**src/rtl/mc14500_pc_seq_if.sv**
```systemverilog
// ROM bus between the MC14500 fetch sequencer and the program ROM pads.
//   pc_o     : ROM address (PC_W bits), driven by the sequencer
//   rom_req  : read request, held until rom_ack
//   rom_ack  : read data valid
//   rom_data : byte-wide ROM read data
// master = sequencer side, slave = ROM side.
interface mc14500_pc_seq_if #(
   parameter int PC_W = 16
);
   logic [PC_W-1:0] pc_o;
   logic            rom_req;
   logic            rom_ack;
   logic [7:0]      rom_data;

   modport master (output pc_o, rom_req, input rom_ack, rom_data);
   modport slave  (input pc_o, rom_req, output rom_ack, rom_data);
endinterface

```
**src/rtl/mc14500_pc_seq.sv**
```systemverilog
// Program-counter and fetch sequencer for the MC14500 ICU core.
// Fetches instruction bytes from a byte-wide ROM with a req/ack wait-state
// handshake, issues each byte to the ICU for one cycle, then reacts to the
// ICU flags: JMP/CALL load a target from the two following ROM bytes, RTN
// pops a hardware return stack, FLAG_F halts until resume_i.
// Ports:
//   clk, rst_n            : clock, asynchronous active-low reset
//   rom                   : ROM bus (pc_o, rom_req, rom_ack, rom_data)
//   instr_o, instr_valid  : instruction byte and its one-cycle issue strobe
//   jmp_i, rtn_i          : ICU JMP / RTN flags, sampled in EXEC
//   flag_o_i, flag_f_i    : ICU FLAG_O (JMP+FLAG_O = CALL), FLAG_F (halt)
//   resume_i, halted      : leave HALT / HALT indicator
//   sp_o                  : return-stack occupancy
//   stk_ovf, stk_unf      : sticky stack overflow / underflow
module mc14500_pc_seq #(
   parameter int PC_W        = 16,
   parameter int STACK_DEPTH = 4
) (
   input  logic                           clk,
   input  logic                           rst_n,
   mc14500_pc_seq_if.master               rom,
   output logic [7:0]                     instr_o,
   output logic                           instr_valid,
   input  logic                           jmp_i,
   input  logic                           rtn_i,
   input  logic                           flag_o_i,
   input  logic                           flag_f_i,
   input  logic                           resume_i,
   output logic                           halted,
   output logic [$clog2(STACK_DEPTH):0]   sp_o,
   output logic                           stk_ovf,
   output logic                           stk_unf
);
   localparam int SP_W  = $clog2(STACK_DEPTH) + 1;
   localparam int IDX_W = $clog2(STACK_DEPTH);

   // IDLE exists only so that rom_req stays low during reset; it always
   // moves to FETCH on the first edge after release.
   localparam logic [2:0] S_IDLE  = 3'd0;
   localparam logic [2:0] S_FETCH = 3'd1;
   localparam logic [2:0] S_ISSUE = 3'd2;
   localparam logic [2:0] S_EXEC  = 3'd3;
   localparam logic [2:0] S_EXT0  = 3'd4;
   localparam logic [2:0] S_EXT1  = 3'd5;
   localparam logic [2:0] S_HALT  = 3'd6;

   logic [2:0]      state;
   logic [PC_W-1:0] pc;
   logic [PC_W-1:0] pc_inc;
   logic [7:0]      instr;
   logic [7:0]      tgt_lo;
   logic [15:0]     tgt;
   logic            call;
   logic [SP_W-1:0] sp;
   logic [SP_W-1:0] sp_dec;
   logic            full;
   logic            push;
   logic [IDX_W-1:0] push_idx;
   logic            ovf;
   logic            unf;
   logic [PC_W-1:0] stack [STACK_DEPTH];

   assign pc_inc   = pc + PC_W'(1);
   assign tgt      = {rom.rom_data, tgt_lo};
   assign sp_dec   = sp - SP_W'(1);
   assign full     = (sp == SP_W'(STACK_DEPTH));
   assign push     = (state == S_EXT1) && rom.rom_ack && call;
   // A push onto a full stack replaces the top entry instead of growing.
   assign push_idx = full ? IDX_W'(STACK_DEPTH - 1) : sp[IDX_W-1:0];

   always_ff @(posedge clk or negedge rst_n) begin
      if (!rst_n) begin
         state  <= S_IDLE;
         pc     <= '0;
         instr  <= '0;
         tgt_lo <= '0;
         call   <= 1'b0;
         sp     <= '0;
         ovf    <= 1'b0;
         unf    <= 1'b0;
      end else begin
         case (state)
            S_IDLE:  state <= S_FETCH;
            S_FETCH: begin
               if (rom.rom_ack) begin
                  instr <= rom.rom_data;
                  state <= S_ISSUE;
               end
            end
            S_ISSUE: state <= S_EXEC;
            S_EXEC: begin
               call <= flag_o_i;
               if (flag_f_i) begin
                  pc    <= pc_inc;
                  state <= S_HALT;
               end else if (jmp_i) begin
                  // JMP and RTN together is a malformed request: jump wins.
                  if (rtn_i) unf <= 1'b1;
                  pc    <= pc_inc;
                  state <= S_EXT0;
               end else if (rtn_i) begin
                  if (sp == '0) begin
                     pc  <= '0;
                     unf <= 1'b1;
                  end else begin
                     pc <= stack[sp_dec[IDX_W-1:0]];
                     sp <= sp_dec;
                  end
                  state <= S_FETCH;
               end else begin
                  pc    <= pc_inc;
                  state <= S_FETCH;
               end
            end
            S_EXT0: begin
               if (rom.rom_ack) begin
                  tgt_lo <= rom.rom_data;
                  pc     <= pc_inc;
                  state  <= S_EXT1;
               end
            end
            S_EXT1: begin
               if (rom.rom_ack) begin
                  if (call) begin
                     if (full) ovf <= 1'b1;
                     else      sp  <= sp + SP_W'(1);
                  end
                  pc    <= tgt[PC_W-1:0];
                  state <= S_FETCH;
               end
            end
            S_HALT: begin
               if (resume_i) state <= S_FETCH;
            end
            default: state <= S_IDLE;
         endcase
      end
   end

   // Return address is the byte after the second extension byte.
   always_ff @(posedge clk) begin
      if (push) stack[push_idx] <= pc_inc;
   end

   assign rom.pc_o    = pc;
   assign rom.rom_req = (state == S_FETCH) || (state == S_EXT0) || (state == S_EXT1);
   assign instr_o     = instr;
   assign instr_valid = (state == S_ISSUE);
   assign halted      = (state == S_HALT);
   assign sp_o        = sp;
   assign stk_ovf     = ovf;
   assign stk_unf     = unf;
endmodule

```
**src/flat_wrapper.sv**
```systemverilog
// flat-port wrapper written by rule: the top's interface ports become plain ports
module mc14500_pc_seq_flat 
#(
   parameter int PC_W        = 16,
   parameter int STACK_DEPTH = 4
)
  (clk, rst_n, instr_o, instr_valid, jmp_i, rtn_i, flag_o_i, flag_f_i, resume_i, halted, sp_o, stk_ovf, stk_unf, rom_pc_o, rom_rom_req, rom_rom_ack, rom_rom_data);
  mc14500_pc_seq_if #(.PC_W(PC_W)) rom_i ();
  input  logic clk;
  input  logic rst_n;
  output logic [7:0] instr_o;
  output logic instr_valid;
  input  logic jmp_i;
  input  logic rtn_i;
  input  logic flag_o_i;
  input  logic flag_f_i;
  input  logic resume_i;
  output logic halted;
  output logic [$clog2(STACK_DEPTH):0] sp_o;
  output logic stk_ovf;
  output logic stk_unf;
  output wire logic [$bits(rom_i.pc_o)-1:0] rom_pc_o;
  output wire logic [$bits(rom_i.rom_req)-1:0] rom_rom_req;
  input wire logic [$bits(rom_i.rom_ack)-1:0] rom_rom_ack;
  input wire logic [$bits(rom_i.rom_data)-1:0] rom_rom_data;
  assign rom_pc_o = rom_i.pc_o;
  assign rom_rom_req = rom_i.rom_req;
  assign rom_i.rom_ack = rom_rom_ack;
  assign rom_i.rom_data = rom_rom_data;
  mc14500_pc_seq #(.PC_W(PC_W), .STACK_DEPTH(STACK_DEPTH)) u_core (.clk(clk), .rst_n(rst_n), .rom(rom_i), .instr_o(instr_o), .instr_valid(instr_valid), .jmp_i(jmp_i), .rtn_i(rtn_i), .flag_o_i(flag_o_i), .flag_f_i(flag_f_i), .resume_i(resume_i), .halted(halted), .sp_o(sp_o), .stk_ovf(stk_ovf), .stk_unf(stk_unf));
endmodule
```
**config.mk**
```make
export PLATFORM = sky130hd
export DESIGN_NAME = mc14500_pc_seq_flat
export DESIGN_NICKNAME = d
export VERILOG_FILES = /design/src/rtl/mc14500_pc_seq_if.sv /design/src/rtl/mc14500_pc_seq.sv /design/src/flat_wrapper.sv
export SDC_FILE = /design/constraint.sdc
export NUM_CORES = 1
export LEC_CHECK = 0
export ABC_AREA = 0
export CORE_UTILIZATION = 40
export CTS_CLUSTER_DIAMETER = 40
export DETAILED_ROUTE_END_ITERATION = 8
export GPL_TIMING_DRIVEN = 0
export PLACE_DENSITY = 0.69
export SETUP_SLACK_MARGIN = 0.5
export SLEW_MARGIN = 5
export SYNTH_ARGS = -nofsm -noshare
export SYNTH_HDL_FRONTEND = slang
export SYNTH_SLANG_ARGS = --single-unit
```
**constraint.sdc**
```tcl
create_clock -name clk -period 7.8 [get_ports clk]
set_input_delay 1.95 -clock clk [delete_from_list [all_inputs] [get_ports clk]]
set_output_delay 1.95 -clock clk [all_outputs]
set_load 0.02 [all_outputs]
```
== Yosys cells after proc, flatten, opt, wreduce, memory -nomap -nowiden ==
Memories as Yosys holds them, arrays and structs flattened.
Cells that the tools add are included.
Operators by class
  add/sub/neg operators: 3
  equality and inequality tests: 17
  multiplexer cells: 29
  bitwise gates (word level): 1
  reductions and logical operators: 16
Operators by type and width (number)
  16-bit two-way mux: 6
  16-bit one-hot mux with 3 select lines: 1
  3-bit two-way mux: 13
  3-bit one-hot mux with 7 select lines: 1
  2-bit != test (second input constant): 9
  16-bit by 1-bit adder with 16-bit output (second input constant): 1
  3-bit equality test (second input constant): 4
  4-bit AND reduction: 3
  8-bit AND reduction: 1
  3-bit by 2-bit equality test with 1-bit output (second input constant): 2
  3-bit logical NOT: 2
  1-bit two-way mux: 6
  3-bit one-hot mux with 2 select lines: 1
  2-bit AND reduction: 2
  2-bit nonzero test: 2
  3-bit by 1-bit adder with 3-bit output (second input constant): 1
  3-bit by 1-bit equality test with 1-bit output (second input constant): 1
  3-bit AND reduction: 1
  3-bit nonzero test: 1
  3-bit by 1-bit subtractor with 3-bit output (second input constant): 1
  1-bit logical AND: 2
  1-bit logical OR: 2
  2-bit two-way mux: 1
  2-bit by 1-bit != test with 1-bit output (second input constant): 1
  1-bit inverter: 1
Storage, ports and cells
  flip-flop bits (word level): 41
  memory bits (writable): 64
  input port bits: 16
  word-level logic and storage cells: 75
  memories: 1
Memories
  u_core.stack: words 4, width 16, rd ports 1, clocked after Yosys merged registers in 0, wr ports 1, line mc14500_pc_seq.sv:61  | logic [PC_W-1:0] stack [STACK_DEPTH];

== Logic depth before layout (Yosys ltp) ==
An unclocked memory read counts as a cell.
  depth after elaboration: 7
  gate-level depth with buffers: 10

== Least setup slack after synthesis ==
No wires, ideal clock.
  kind: input -> register
  start: input rom_rom_ack
  end: memory u_core.stack[0][0], enable pin
  arrival time: 4.856 ns
  path slack: 2.466 ns
  stages on the path: 3
  path through: buf_6 nand3_1 a2111oi_0
Between the ends
  cells in the longest elaborated chain, start to end: 4
RTL lines
  start, declared: line flat_wrapper.sv:24  | input wire logic [$bits(rom_i.rom_ack)-1:0] rom_rom_ack;
  1-bit logical AND (2 in a row): line mc14500_pc_seq.sv:67  | assign push = (state == S_EXT1) && rom.rom_ack && call;
  1-bit two-way mux: line mc14500_pc_seq.sv:142  | if (push) stack[push_idx] <= pc_inc;
  1-bit two-way mux (implied by the code): line mc14500_pc_seq.sv:142
  end, declared: line mc14500_pc_seq.sv:61
No other way between the ends.

== Worst setup path after layout ==
  start: register u_core.state[0]
  end: output rom_rom_req
Between the ends
  cells in the longest elaborated chain, start to end: 3
  elaborated cells between the ends (all ways): 5
RTL lines
  start, declared: line mc14500_pc_seq.sv:47  | logic [2:0] state;
  start signal, assigned: line mc14500_pc_seq.sv:73  | state <= S_IDLE;
  start signal, assigned: line mc14500_pc_seq.sv:83  | S_IDLE: state <= S_FETCH;
  start signal, assigned: line mc14500_pc_seq.sv:87  | state <= S_ISSUE;
  3-bit by 1-bit equality test with 1-bit output / 3-bit equality test (equally long branches): line mc14500_pc_seq.sv:146  | assign rom.rom_req = (state == S_FETCH) || (state == S_EXT0) || (state == S_EXT1);
  1-bit logical OR: line mc14500_pc_seq.sv:146
  1-bit logical OR *: line mc14500_pc_seq.sv:146
  end, declared: line flat_wrapper.sv:23  | output wire logic [$bits(rom_i.rom_req)-1:0] rom_rom_req;
Mark *: on every way between the ends. The rest lies on a longest branch, timed or not.

==> metrics.txt <==
CTS resizes 0; fin util 49.89%; crit path max-delay cell type clkdlybuf4s50_1; flop2flop setup slack 4450 ps; most frequent cells in the layout edfxtp_1 (64), clkdlybuf4s50_1 (45), dfrtp_1 (41); hold path cells 1; commonest non-fill, non-tap cell in the layout edfxtp_1; Worst VDD drop 0.0001912 V; max-cap violations 0; Vias 3502; Worst Path Required 5850 ps; YS warnings 0; crit share post-route 52.16%; layout cell share with drive strength beyond 1 19.91%; WS Path Type flop to output pin; Worst-Margin Slew 928.8 ps; clock-pin slew reported for the worst setup and hold paths after clock tree synthesis 70 ps; Synth Cell Area 5087 sq um; NumNets Final 469; Total Power 2.367 mW; initial drt markers 311; cts bufs inserted 9; cell repeated most along the worst path nor2_1; CTS tree done; CTS Hold Bufs 0; area share of the largest cell type after synthesis 37.78%; half-perimeter wire length after placement 8719 um; io pins 48; Synth area leaders edfxtp_1 (38%), dfrtp_1 (20%), mux4_2 (7.1%); H-tree depth 3; ys async rst share 39.05%; top_reg_cell synth edfxtp_1; max incr delay on CP 610 ps; Post-Syn Nets 407; Clk Latency, worst-skew pair 350 ps; Min-Delay Endpoint u_core.stk_unf; antenna-violating nets left 0; First-pass DRT Iterations 5; Max Fanout on Critical Path 10; row count 40; vias in the first global route 3504; Area Overhead vs Synth 19.75%; PD cells 388.5 nW/um^2; Hold WS 474.9 ps; post-CTS setup buffer count 0; Die Width 114.8 um; Crit path max-delay family buffers and inverters; DRC Markers 0; Register Area 2948 sq um; Layout Skew 12.40 ps; Die ar. 13170 sq um; unique cell type count in the Yosys netlist 66; Antenna Cells 0; Worst Hold Class flop to flop; Max Root-Sink Buffers 2; R2R depth 9; max-slew violations 0; total track usage 20.08%; Critical Path Sink Type output pin; Fin Setup TNS 0 ps; final setup fails 0; port bufs 46; FF-to-FF End u_core.rom.pc_o[11]; Critical path buffers and inverters 4; run status complete, no violations; post-synth top area cell edfxtp_1; height of the chip 114.8 um; area of the multi-input gates 1973 sq um; Congestion Overflow GR 0; post-DR vias/cell 5.648; Routed WL 12500 um; EDFF count, synth 64; RSZ-0062 raised after global routing no; startpoint types flop; Data arrival, critical path 2120 ps; Fmax 245.8 MHz; Lkg Pwr 2.196 nW; crit path time final 4068 ps; TritonCTS Sinks 105; Root Driver clkbuf_16; Post-Syn Instances 385; first-pass GRT wire length 19320 um; Hold Startpoint u_core.stk_unf; Fill cells 1095; CORE AREA 12210 sq um; CP cell instances buf_2 > buf_6 > clkbuf_1 > nor2_1 > nor2_1 > clkdlybuf4s50_1; RR Startpoint u_core.sp_o[0]; register area share after synthesis 57.94%; largest net degree at the start of global routing 34; Avg Synthesized Cell Area 13.21 sq um; routed len/inst 20.17 um; CP Depth 6; Fin. Hold Viols 0; register bit total from synthesis 105; initial antenna violation count 0; initial core utilization 41.66%; routability congestion estimate 0.8522; Max-slew headroom 38.08%
[cell families (layout without fill, tap and decap cells)]
| logic type | Yosys count | count (layout) | synth area share [%] |
|---|---|---|---|
| multiplexers | 34 | 34 | 11.04 |
| XOR/XNOR | 15 | 15 | 2.582 |
| AO/OA/AOI/OAI | 82 | 82 | 11.26 |
| AND/OR/NAND/NOR | 112 | 112 | 12.25 |
| flip-flops | 105 | 105 | 57.94 |
| buffers and inverters | 31 | 98 | 3.443 |
| adder cells (fa/ha/maj) | 6 | 6 | 1.476 |
[registers in the layout (all words and copies together), names as in the netlist]
name             cells
u_core.call          1
u_core.instr_o       8
u_core.rom.pc_o     16
u_core.sp_o          3
u_core.stack        64
u_core.state         3
u_core.stk_ovf       1
u_core.stk_unf       1
u_core.tgt_lo        8
[worst max path at each step]
| stage | startpoint | to | slack [ps] |
|---|---|---|---|
| final | u_core.state[0] | rom_rom_req | 3730 |
| after floorplan | rom_rom_ack | u_core.stack[0][0] | 2470 |
| after global placement | rom_rom_ack | u_core.stack[0][1] | 60 |
| after detailed placement | jmp_i | u_core.rom.pc_o[7] | 3760 |
| after CTS | u_core.state[0] | rom_rom_req | 3730 |
| after global routing | u_core.state[0] | rom_rom_req | 3620 |
[metrics by stage]
stage	cell area [sq um]	worst slack, ps	std cells
after detailed placement	5811	3758	604
after global placement	5758	60.12	599
after CTS	6092	3730	620
after floorplan	5087	2466	385
final	6092	3732	620
after global routing	6092	3619	620
[layer usage]
metal	global-route usage (%)	vias up	share of wire, %
li1	-	1585	-
met5	0	-	0
met3	3.637	15	6.5
met4	6.234	0	1.3
met1	27.47	1763	43
met2	32.85	139	49
[synth_stat cells, types with 8 or more instances]
master     n
edfxtp_1  64
dfrtp_1   41
nand2_1   33
nor2_1    26
o21ai_0   19
a21oi_1   18
mux2_2    17
mux4_2    16
nand3_1    9
inv_1      8
xnor2_1    8
[layout make-up]
type / instances / share of cell area [%]
clock inverters: 7 / 0.9242
clock buffers: 9 / 3.697
plain buffers: 23 / 2.382
repair buffers: 51 / 8.277
flip-flops and latches: 105 / 48.39
multi-input cells: 249 / 32.39
inverters: 8 / 0.4929
well taps: 168 / 3.450
[power breakdown]
group / switching, mW / internal (mW)
combinational: 0.603 / 0.480
sequential: 0.111 / 0.747
clock: 0.206 / 0.220
total: 0.920 / 1.45
Power figures use the tool's default switching activity.
